[src/rtl/sel_pkg.sv]
// Shared types and helpers for the one-hot AND-OR selector pipeline.
package sel_pkg;

    // Widest select vector that is_onehot can examine.
    // Callers zero-extend narrower vectors.
    localparam int MAX_SOURCES = 64;

    // Skid buffer occupancy.
    typedef enum logic [1:0] {
        EMPTY = 2'd0,
        ONE   = 2'd1,
        FULL  = 2'd2
    } sel_state_e;

    // True when exactly one bit of vec is set (popcount == 1).
    // Clearing the lowest set bit leaves zero only for a single-bit vector.
    function automatic logic is_onehot(input logic [MAX_SOURCES-1:0] vec);
        return (vec != '0) && ((vec & (vec - MAX_SOURCES'(1))) == '0);
    endfunction

endpackage

[src/rtl/sel_andor_core.sv]
// Purely combinational AND-OR selector.
// It masks each operand with its select bit and ORs all of the masked operands.
// There is no priority: a multi-hot select merges the chosen operands.
module sel_andor_core
    import sel_pkg::*;
#(
    parameter int WIDTH   = 32,
    parameter int SOURCES = 4
) (
    input  logic [SOURCES*WIDTH-1:0] src,
    input  logic [SOURCES-1:0]       sel,
    output logic [WIDTH-1:0]         result,
    output logic                     err
);

    logic [WIDTH-1:0]       masked [SOURCES];
    logic [MAX_SOURCES-1:0] sel_ext;

    // Gate each operand with its own select bit.
    for (genvar gi = 0; gi < SOURCES; gi++) begin : g_mask
        assign masked[gi] = src[gi*WIDTH +: WIDTH] & {WIDTH{sel[gi]}};
    end

    // OR-reduce the masked operands into the result.
    always_comb begin
        result = '0;
        for (int i = 0; i < SOURCES; i++) begin
            result = result | masked[i];
        end
    end

    // Zero-extend the select so the shared one-hot helper can examine it.
    always_comb begin
        sel_ext = '0;
        sel_ext[SOURCES-1:0] = sel;
    end

    assign err = !is_onehot(sel_ext);

endmodule

[src/rtl/sel_onehot_pipe.sv]
// One-hot AND-OR selector with a registered, flow-controlled output.
// Only {result, err} is buffered.
// M drives the outputs and S is the skid slot used while the consumer stalls.
module sel_onehot_pipe
    import sel_pkg::*;
#(
    parameter int WIDTH   = 32,
    parameter int SOURCES = 4,
    parameter int CNT_W   = 16
) (
    input  logic                     clk,
    input  logic                     reset,
    input  logic                     in_valid,
    output logic                     in_ready,
    input  logic [SOURCES*WIDTH-1:0] src,
    input  logic [SOURCES-1:0]       sel,
    output logic                     out_valid,
    input  logic                     out_ready,
    output logic [WIDTH-1:0]         result,
    output logic                     out_err,
    output logic [CNT_W-1:0]         err_count
);

    logic [WIDTH-1:0] core_result;
    logic             core_err;

    sel_andor_core #(
        .WIDTH   (WIDTH),
        .SOURCES (SOURCES)
    ) u_core (
        .src    (src),
        .sel    (sel),
        .result (core_result),
        .err    (core_err)
    );

    sel_state_e       state_q, state_d;
    logic [WIDTH-1:0] m_data_q, m_data_d;
    logic             m_err_q, m_err_d;
    logic [WIDTH-1:0] s_data_q, s_data_d;
    logic             s_err_q, s_err_d;
    logic [CNT_W-1:0] err_cnt_q, err_cnt_d;
    logic             in_ready_q, in_ready_d;
    logic             out_valid_q, out_valid_d;

    logic accept;
    logic deliver;

    assign accept  = in_valid && in_ready_q;
    assign deliver = out_valid_q && out_ready;

    // Next-state logic for the skid FSM, the M/S slots and the error counter.
    always_comb begin
        state_d  = state_q;
        m_data_d = m_data_q;
        m_err_d  = m_err_q;
        s_data_d = s_data_q;
        s_err_d  = s_err_q;
        unique case (state_q)
            EMPTY: begin
                if (accept) begin
                    m_data_d = core_result;
                    m_err_d  = core_err;
                    state_d  = ONE;
                end
            end
            ONE: begin
                if (accept && deliver) begin
                    m_data_d = core_result;
                    m_err_d  = core_err;
                end else if (accept) begin
                    s_data_d = core_result;
                    s_err_d  = core_err;
                    state_d  = FULL;
                end else if (deliver) begin
                    state_d = EMPTY;
                end
            end
            FULL: begin
                if (deliver) begin
                    m_data_d = s_data_q;
                    m_err_d  = s_err_q;
                    state_d  = ONE;
                end
            end
            default: state_d = EMPTY;
        endcase

        // Handshake flags are registered copies of the next occupancy.
        // This keeps in_ready free of any combinational path from out_ready.
        in_ready_d  = (state_d != FULL);
        out_valid_d = (state_d != EMPTY);

        err_cnt_d = err_cnt_q;
        if (accept && core_err && (err_cnt_q != '1)) begin
            err_cnt_d = err_cnt_q + CNT_W'(1);
        end
    end

    // State registers; reset discards all buffered beats and the count.
    always_ff @(posedge clk) begin
        if (reset) begin
            state_q     <= EMPTY;
            m_data_q    <= '0;
            m_err_q     <= 1'b0;
            s_data_q    <= '0;
            s_err_q     <= 1'b0;
            err_cnt_q   <= '0;
            in_ready_q  <= 1'b1;
            out_valid_q <= 1'b0;
        end else begin
            state_q     <= state_d;
            m_data_q    <= m_data_d;
            m_err_q     <= m_err_d;
            s_data_q    <= s_data_d;
            s_err_q     <= s_err_d;
            err_cnt_q   <= err_cnt_d;
            in_ready_q  <= in_ready_d;
            out_valid_q <= out_valid_d;
        end
    end

    assign in_ready  = in_ready_q;
    assign out_valid = out_valid_q;
    assign result    = m_data_q;
    assign out_err   = m_err_q;
    assign err_count = err_cnt_q;

endmodule
[config.mk]
export PLATFORM = sky130hd
export DESIGN_NAME = sel_onehot_pipe
export DESIGN_NICKNAME = d
export VERILOG_FILES = /design/src/rtl/sel_pkg.sv /design/src/rtl/sel_andor_core.sv /design/src/rtl/sel_onehot_pipe.sv
export SDC_FILE = /design/constraint.sdc
export NUM_CORES = 1
export LEC_CHECK = 0
export CORE_MARGIN = 5
export CORE_UTILIZATION = 41
export CTS_CLUSTER_DIAMETER = 60
export CTS_CLUSTER_SIZE = 24
export DETAILED_ROUTE_END_ITERATION = 8
export GPL_TIMING_DRIVEN = 0
export PLACE_DENSITY = 0.84
export SYNTH_ARGS = -nofsm -noshare
export SYNTH_HDL_FRONTEND = slang
export SYNTH_SLANG_ARGS = --single-unit
[constraint.sdc]
create_clock -name clk -period 2.3 [get_ports clk]
set_input_delay 0.46 -clock clk [delete_from_list [all_inputs] [get_ports clk]]
set_output_delay 0.46 -clock clk [all_outputs]
set_load 0.03 [all_outputs]
## Yosys cells after proc, flatten, opt, wreduce, memory -nomap -nowiden

Index checks and enable logic that the tools add are counted.

| operators by class | value |
|---|---|
| mux-type cells | 14 |
| reductions and logical operators | 14 |
| divide/modulo/power cells | 0 |
| bitwise gates (word level) | 9 |
| equal/unequal tests | 7 |
| add/sub/neg operators | 2 |
| multipliers | 0 |
| shift operators | 0 |
| order comparisons | 0 |

Operator list:

| cell | number |
|---|---|
| bitwise AND 32 bit | 4 |
| 2-to-1 mux 32 bit | 3 |
| OR 32 bit | 3 |
| case mux 32 bit (3 select lines) | 1 |
| bitwise AND 4 x 64 -> 64 bit | 1 |
| logical NOT 64 bit | 1 |
| nonzero test 64 bit | 1 |
| adder 16 x 1 -> 16 bit (second input constant) | 1 |
| inequality test 16 bit (second input constant) | 1 |
| 2-to-1 mux 2 bit | 5 |
| inequality test 2 bit (second input constant) | 4 |
| logical AND 1 bit | 6 |
| case mux 2 bit (3 select lines) | 1 |
| subtractor 4 x 1 -> 5 bit (second input constant) | 1 |
| AND reduction 4 bit | 1 |
| 2-to-1 mux 1 bit | 3 |
| case mux 1 bit (3 select lines) | 1 |
| AND reduction 3 bit | 1 |
| nonzero test 3 bit | 1 |
| == test 2 x 1 -> 1 bit (second input constant) | 1 |
| == test 2 bit (second input constant) | 1 |
| logical NOT 2 bit | 1 |
| nonzero test 2 bit | 1 |
| logical NOT 1 bit | 1 |
| inverter 1 bit | 1 |

| storage, ports and cells | value |
|---|---|
| RAM bits | 0 |
| logic and storage cells | 54 |
| bits in read-only memories | 0 |
| memories kept | 0 |
| output and inout bits | 51 |
| latch bits | 0 |
| register bits after elaboration | 86 |

## Longest topological paths before layout

| depth | value |
|---|---|
| word-level depth | 7 |
| mapped depth | 7 |
| mapped depth without buffers | 6 |

## Modules after synthesis

Synthesis repeated with hierarchy kept, for this count alone.

| unflattened totals | value |
|---|---|
| cells, all modules | 527 |
| area total of the unflattened synthesis | 4380.5 um2 |

By module, submodules not included:

| module | cells each | times used | sequential area each (um2) | area each (um2) |
|---|---|---|---|---|
| sel_onehot_pipe | 410 | 1 | 1721.7 | 3577.2 |
| sel_andor_core | 117 | 1 | 0.0 | 803.3 |

## Least setup slack after synthesis

OpenSTA, ideal clock, no wires.

| timing | value |
|---|---|
| kind | register -> register |
| start | register err_cnt_q[0], in the netlist err_count[0] |
| end | register err_cnt_q[1], in the netlist err_count[1] |
| buffers on the path | 1 |
| data required time | 2.172 ns |
| cell stages (with the launch flop) | 8 |
| setup slack | 0.166 ns |
| data arrival time | 2.007 ns |
| period minus slack after synthesis | 2.134 ns |
| path through | dfxtp_1 > ha_1 > nand4_1 > o41a_1 > o211ai_2 > buf_2 > mux2i_1 > nor2_1 |

| between the ends | value |
|---|---|
| cells in the longest elaborated chain, start to end | 2 |
| elaborated cells on any way between the ends | 3 |
| classes of those cells | add/sub (1); eq/ne (1); reduce/logical (1) |

Ends and longest elaborated chain:

| element | RTL line | RTL |
|---|---|---|
| start: declaration | sel_onehot_pipe.sv:42 | `logic [CNT_W-1:0] err_cnt_q, err_cnt_d;` |
| start signal: assignment | sel_onehot_pipe.sv:117 | `err_cnt_q <= err_cnt_d;` |
| branches (longest 2 deep; another with adder 16 x 1 -> 16 bit) | n/a |  |

Several ways; the timed one is not identified.
A chain may end at the register's enable or synchronous reset.

## Worst setup path after layout

| timing | value |
|---|---|
| start | input port in_valid |
| end | register m_data_q[19], in the netlist result[19] |

| between the ends | value |
|---|---|
| cells in the longest elaborated chain, start to end | 4 |
| elaborated cells on any way between the ends | 5 |
| classes of those cells | eq/ne (2); reduce/logical (3) |

Ends and longest elaborated chain:

| element | RTL line | RTL |
|---|---|---|
| start: declaration | sel_onehot_pipe.sv:13 | `input logic in_valid,` |
| logical AND 1 bit (*) | sel_onehot_pipe.sv:49 | `assign accept = in_valid && in_ready_q;` |
| logical AND 1 bit | sel_onehot_pipe.sv:68 | `if (accept && deliver) begin` |
| inequality test 2 bit (no line) | n/a |  |
| AND reduction 4 bit (no line) (*) | n/a |  |
| end signal: assignment | sel_onehot_pipe.sv:113 | `m_data_q <= m_data_d;` |
| end: declaration | sel_onehot_pipe.sv:38 | `logic [WIDTH-1:0] m_data_q, m_data_d;` |

Mark *: on every way between the ends. The rest lies on a longest branch, timed or not.

==> metrics.csv <==
stage;metric;value;unit
hold_path;hold path depth;2;
detailed_routing;drt drc;0;
global_route;grt ovf;0;
sta;max-slew violation count;0;
clock_tree;H-tree levels;3;
placed_design;port bufs;183;
clock_tree;Clock Path Buffers;2;
power_and_ir_drop;Max VDD drop;0.000354;V
logic_synthesis;EDFF count, synth;0;
global_route;first-pass GRT wire length;23.4;mm
logic_synthesis;Yosys top cell by area;dfxtp_1;
sta;FMAX;450;MHz
power_and_ir_drop;Sw Share;33.1;%
logic_synthesis;ys flop type;dfxtp_1;
logic_synthesis;sequential share of the synthesized area;41.8;%
floorplan;Die W;110;um
power_and_ir_drop;pwr/cell area;631;mW/mm^2
critical_path;CP max stage cell;clkdlybuf4s50_1;
detailed_routing;Routed wire per std cell;19.0;um
clock_tree;clock net sink count;86;
sta;Final period util;96.6;%
sta;min cycle time layout;2.22;ns
power_and_ir_drop;Comb pwr share;31.2;%
detailed_routing;DRT antenna net count;0;
logic_synthesis;synthesized area;0.00412;sq mm
logic_synthesis;most numerous cell in the Yosys netlist;dfxtp_1;
critical_path;Worst Path Buf+Inv;3;
clock_tree;Worst-path clk slew;0.09;ns
sta;RSZ-0062 raised after global routing;true;
clock_tree;cts hold-fix bufs;0;
sta;Worst-Margin Slew;0.673;ns
global_route;largest net degree at the start of global routing;16;
logic_synthesis;Post-synth top cells;dfxtp_1, nand2_1, a21oi_1, nor2_1, clkbuf_1;
clock_tree;clk_lat worst skew;0.35;ns
logic_synthesis;area fraction of the dominant cell type after synthesis;41.8;%
critical_path;WP data arrival;2.50;ns
placed_design;DP HPWL;12.0;mm
global_route;vias in the first global route;4854;
detailed_routing;DR pass1 iterations;5;
detailed_routing;1st-iter DRT viols;330;
logic_synthesis;Yosys reg bits;86;
floorplan;initial core utilization;42.1;%
logic_synthesis;Post-Syn Nets;625;
logic_synthesis;Synth Instances;488;
sta;Final Hold Fails;0;
hold_path;hold_sp;result[15]$_SDFFE_PP0P_;
critical_path;crit path kind;in -> reg;
sta;setup TNS;0;ns
critical_path;startpoint class of the critical path;primary input;
critical_path;CP Max Fanout;10;
global_route;initial antenna violation count;0;
floorplan;die extent in y;110;um
critical_path;FF-to-FF Start;err_count[0]$_SDFFE_PP0P_;
status;outcome;completed;
clock_tree;CTS buffer count;9;
power_and_ir_drop;Sequential Power Share;43.0;%
clock_tree;Post-CTS Setup Inserts;0;
sta;Min Hold Slack;0.458;ns
sta;clk_skew;0.00711;ns
clock_tree;Root Driver;clkbuf_8;
detailed_routing;Vias;4764;
critical_path;R2R depth;7;
power_and_ir_drop;Clock power frac;25.8;%
critical_path;endpoint class of the critical path;flop;
power_and_ir_drop;P_int;0.00267;W
critical_path;Crit Reg-Reg Endpoint;err_count[1]$_SDFFE_PP0P_;
floorplan;core area;0.00977;sq mm
cells_and_area;fin area;0.00632;sq mm
cells_and_area;Area Overhead vs Synth;53.7;%
critical_path;slowest cell delay on critical path;0.52;ns
placed_design;final weighted congestion in routability-driven placement;0.864;
hold_path;hold endpoint;result[15]$_SDFFE_PP0P_;
detailed_routing;Post-Route WL;15.6;mm
critical_path;r2r setup slk;0.14;ns
run;Max-Cap Viols;0;
cells_and_area;share of layout cells above drive strength 1;5.39;%
critical_path;Required @ worst endpoint;2.58;ns
sta;Setup Viol. Count Final;0;
detailed_routing;vias per cell;5.81;
power_and_ir_drop;Lkg Pwr;2.20;nW
cells_and_area;antenna cells;0;
sta;Max-slew headroom;55.2;%
floorplan;DIE AREA;0.0121;sq mm
cells_and_area;nets@finish;819;
clock_tree;CTS tree;yes;
cells_and_area;final core utilization;64.7;%
logic_synthesis;Yosys cell types;41;
floorplan;num ports;187;
cells_and_area;fill count;848;
logic_synthesis;mean post-synth cell area;8.43;sq um
logic_synthesis;ys async rst share;0;%
placed_design;area post-placement;0.00611;sq mm
critical_path;delay-heaviest family, CP;buffers and inverters;
power_and_ir_drop;NetSw;0.00132;W
critical_path;Critical Path, Cell by Cell;clkdlybuf4s50_1, nand2_1, nor2_1, a22o_1, clkbuf_1, clkbuf_2, o211ai_1, a21oi_1;
global_route;Tot GR Track Use;24.7;%
logic_synthesis;synth top area cells;dfxtp_1, a22o_1, a221oi_1, nand2_1, a211oi_1;
floorplan;row cnt;36;
hold_path;worst hold path class;reg -> reg;
logic_synthesis;synth warn;0;
-- cells by family after synthesis --
| family | Yosys count | synth area share, % |
|---|---|---|
| AOI/OAI and AO/OA | 196 | 35.3 |
| xor gates and xnor gates | 3 | 0.639 |
| adders and majority gates | 1 | 0.304 |
| buffers and inverters | 49 | 4.90 |
| DFF | 86 | 41.8 |
| muxes | 6 | 1.82 |
| and+or+nand+nor | 147 | 15.2 |
-- state kept, by name (all words and copies together), names as in the netlist --
register   flops
result        32
err_count     16
state_q        2
out_err        1
in_ready       1
s_data_q      32
out_valid      1
s_err_q        1
-- placed cells by master (no fill, tap or decap), types with 11 or more instances in the layout --
master / Yosys / final
a211oi_1: 33 / 33
a21oi_1: 44 / 44
a221oi_1: 32 / 30
a22o_1: 33 / 33
clkbuf_1: 34 / 28
clkbuf_8: 0 / 11
clkdlybuf4s50_1: 0 / 183
dfxtp_1: 86 / 86
nand2_1: 72 / 72
nor2_1: 44 / 44
o211ai_1: 32 / 32
-- power groups by stage --
| stage | clock network [W] | logic (W) | registers (W) |
|---|---|---|---|
| final | 0.00103 | 0.00124 | 0.00172 |
| after global routing | 0.00109 | 0.00133 | 0.00173 |
| after CTS | 0.00103 | 0.00123 | 0.00171 |
| after detailed placement | 0 | 0.00122 | 0.00175 |
| after global placement | 0 | 0.00119 | 0.00174 |
| after floorplan | 0 | 0.000488 | 0.00191 |
-- stage by stage --
| step | worst slack, ns | std cells | total power (W) |
|---|---|---|---|
| global route | -0.0201 | 820 | 0.00415 |
| global placement | -0.437 | 804 | 0.00293 |
| finish | 0.0783 | 820 | 0.00399 |
| floorplan | 0.166 | 488 | 0.00240 |
| detailed placement | -0.460 | 804 | 0.00297 |
| CTS | 0.0151 | 820 | 0.00397 |
-- layer usage --
metal	global-route usage [%]	part of all wire, %	vias up	routed length, um
li1	-	-	2238	-
met1	28.8	40	2277	6300
met2	43.9	49	205	7680
met3	5.30	7.2	44	1120
met4	9.85	3.0	0	475
met5	0	0	-	0
-- final cells by class --
| cell class | instances | area (sq um) | share of cell area (%) |
|---|---|---|---|
| sequential | 86 | 1720 | 27.2 |
| timing repair buffer | 183 | 1830 | 29.0 |
| buffer | 47 | 201 | 3.18 |
| clock buffer | 11 | 151 | 2.39 |
| inverter | 2 | 7.51 | 0.119 |
| tap | 133 | 166 | 2.63 |
| multi-input combinational | 353 | 2200 | 34.9 |
| clock inverter | 5 | 40.0 | 0.633 |
-- worst min-delay path, delay by kind of cell, from the launching register on --
| family | cells | cell delay (ns) |
|---|---|---|
| AO/OA/AOI/OAI | 1 | 0.05 |
| AND/OR/NAND/NOR | 1 | 0.05 |
| flip-flops | 1 | 0.32 |
-- how the worst max path moves through the flow --
stage | startpoint | endpoint | slack (ns) | cells past startpoint
6_report | in_valid | result[19]$_SDFFE_PP0P_ | 0.08 | 8
5_1_grt | in_valid | result[3]$_SDFFE_PP0P_ | -0.02 | 8
4_1_cts | in_valid | result[3]$_SDFFE_PP0P_ | 0.02 | 8
3_5_place_dp | sel[0] | result[8]$_SDFFE_PP0P_ | -0.46 | 8
3_3_place_gp | sel[0] | result[8]$_SDFFE_PP0P_ | -0.44 | 8
2_1_floorplan | err_count[0]$_SDFFE_PP0P_ | err_count[1]$_SDFFE_PP0P_ | 0.17 | 7
-- timing repair --
action / in CTS / in global routing
setup endpoints to repair: 11 / 46
pin swaps: 0 / 0
hold endpoints to repair: 0 / 0
gates resized for setup: 2 / 10
(Power assumes the default switching activity.)
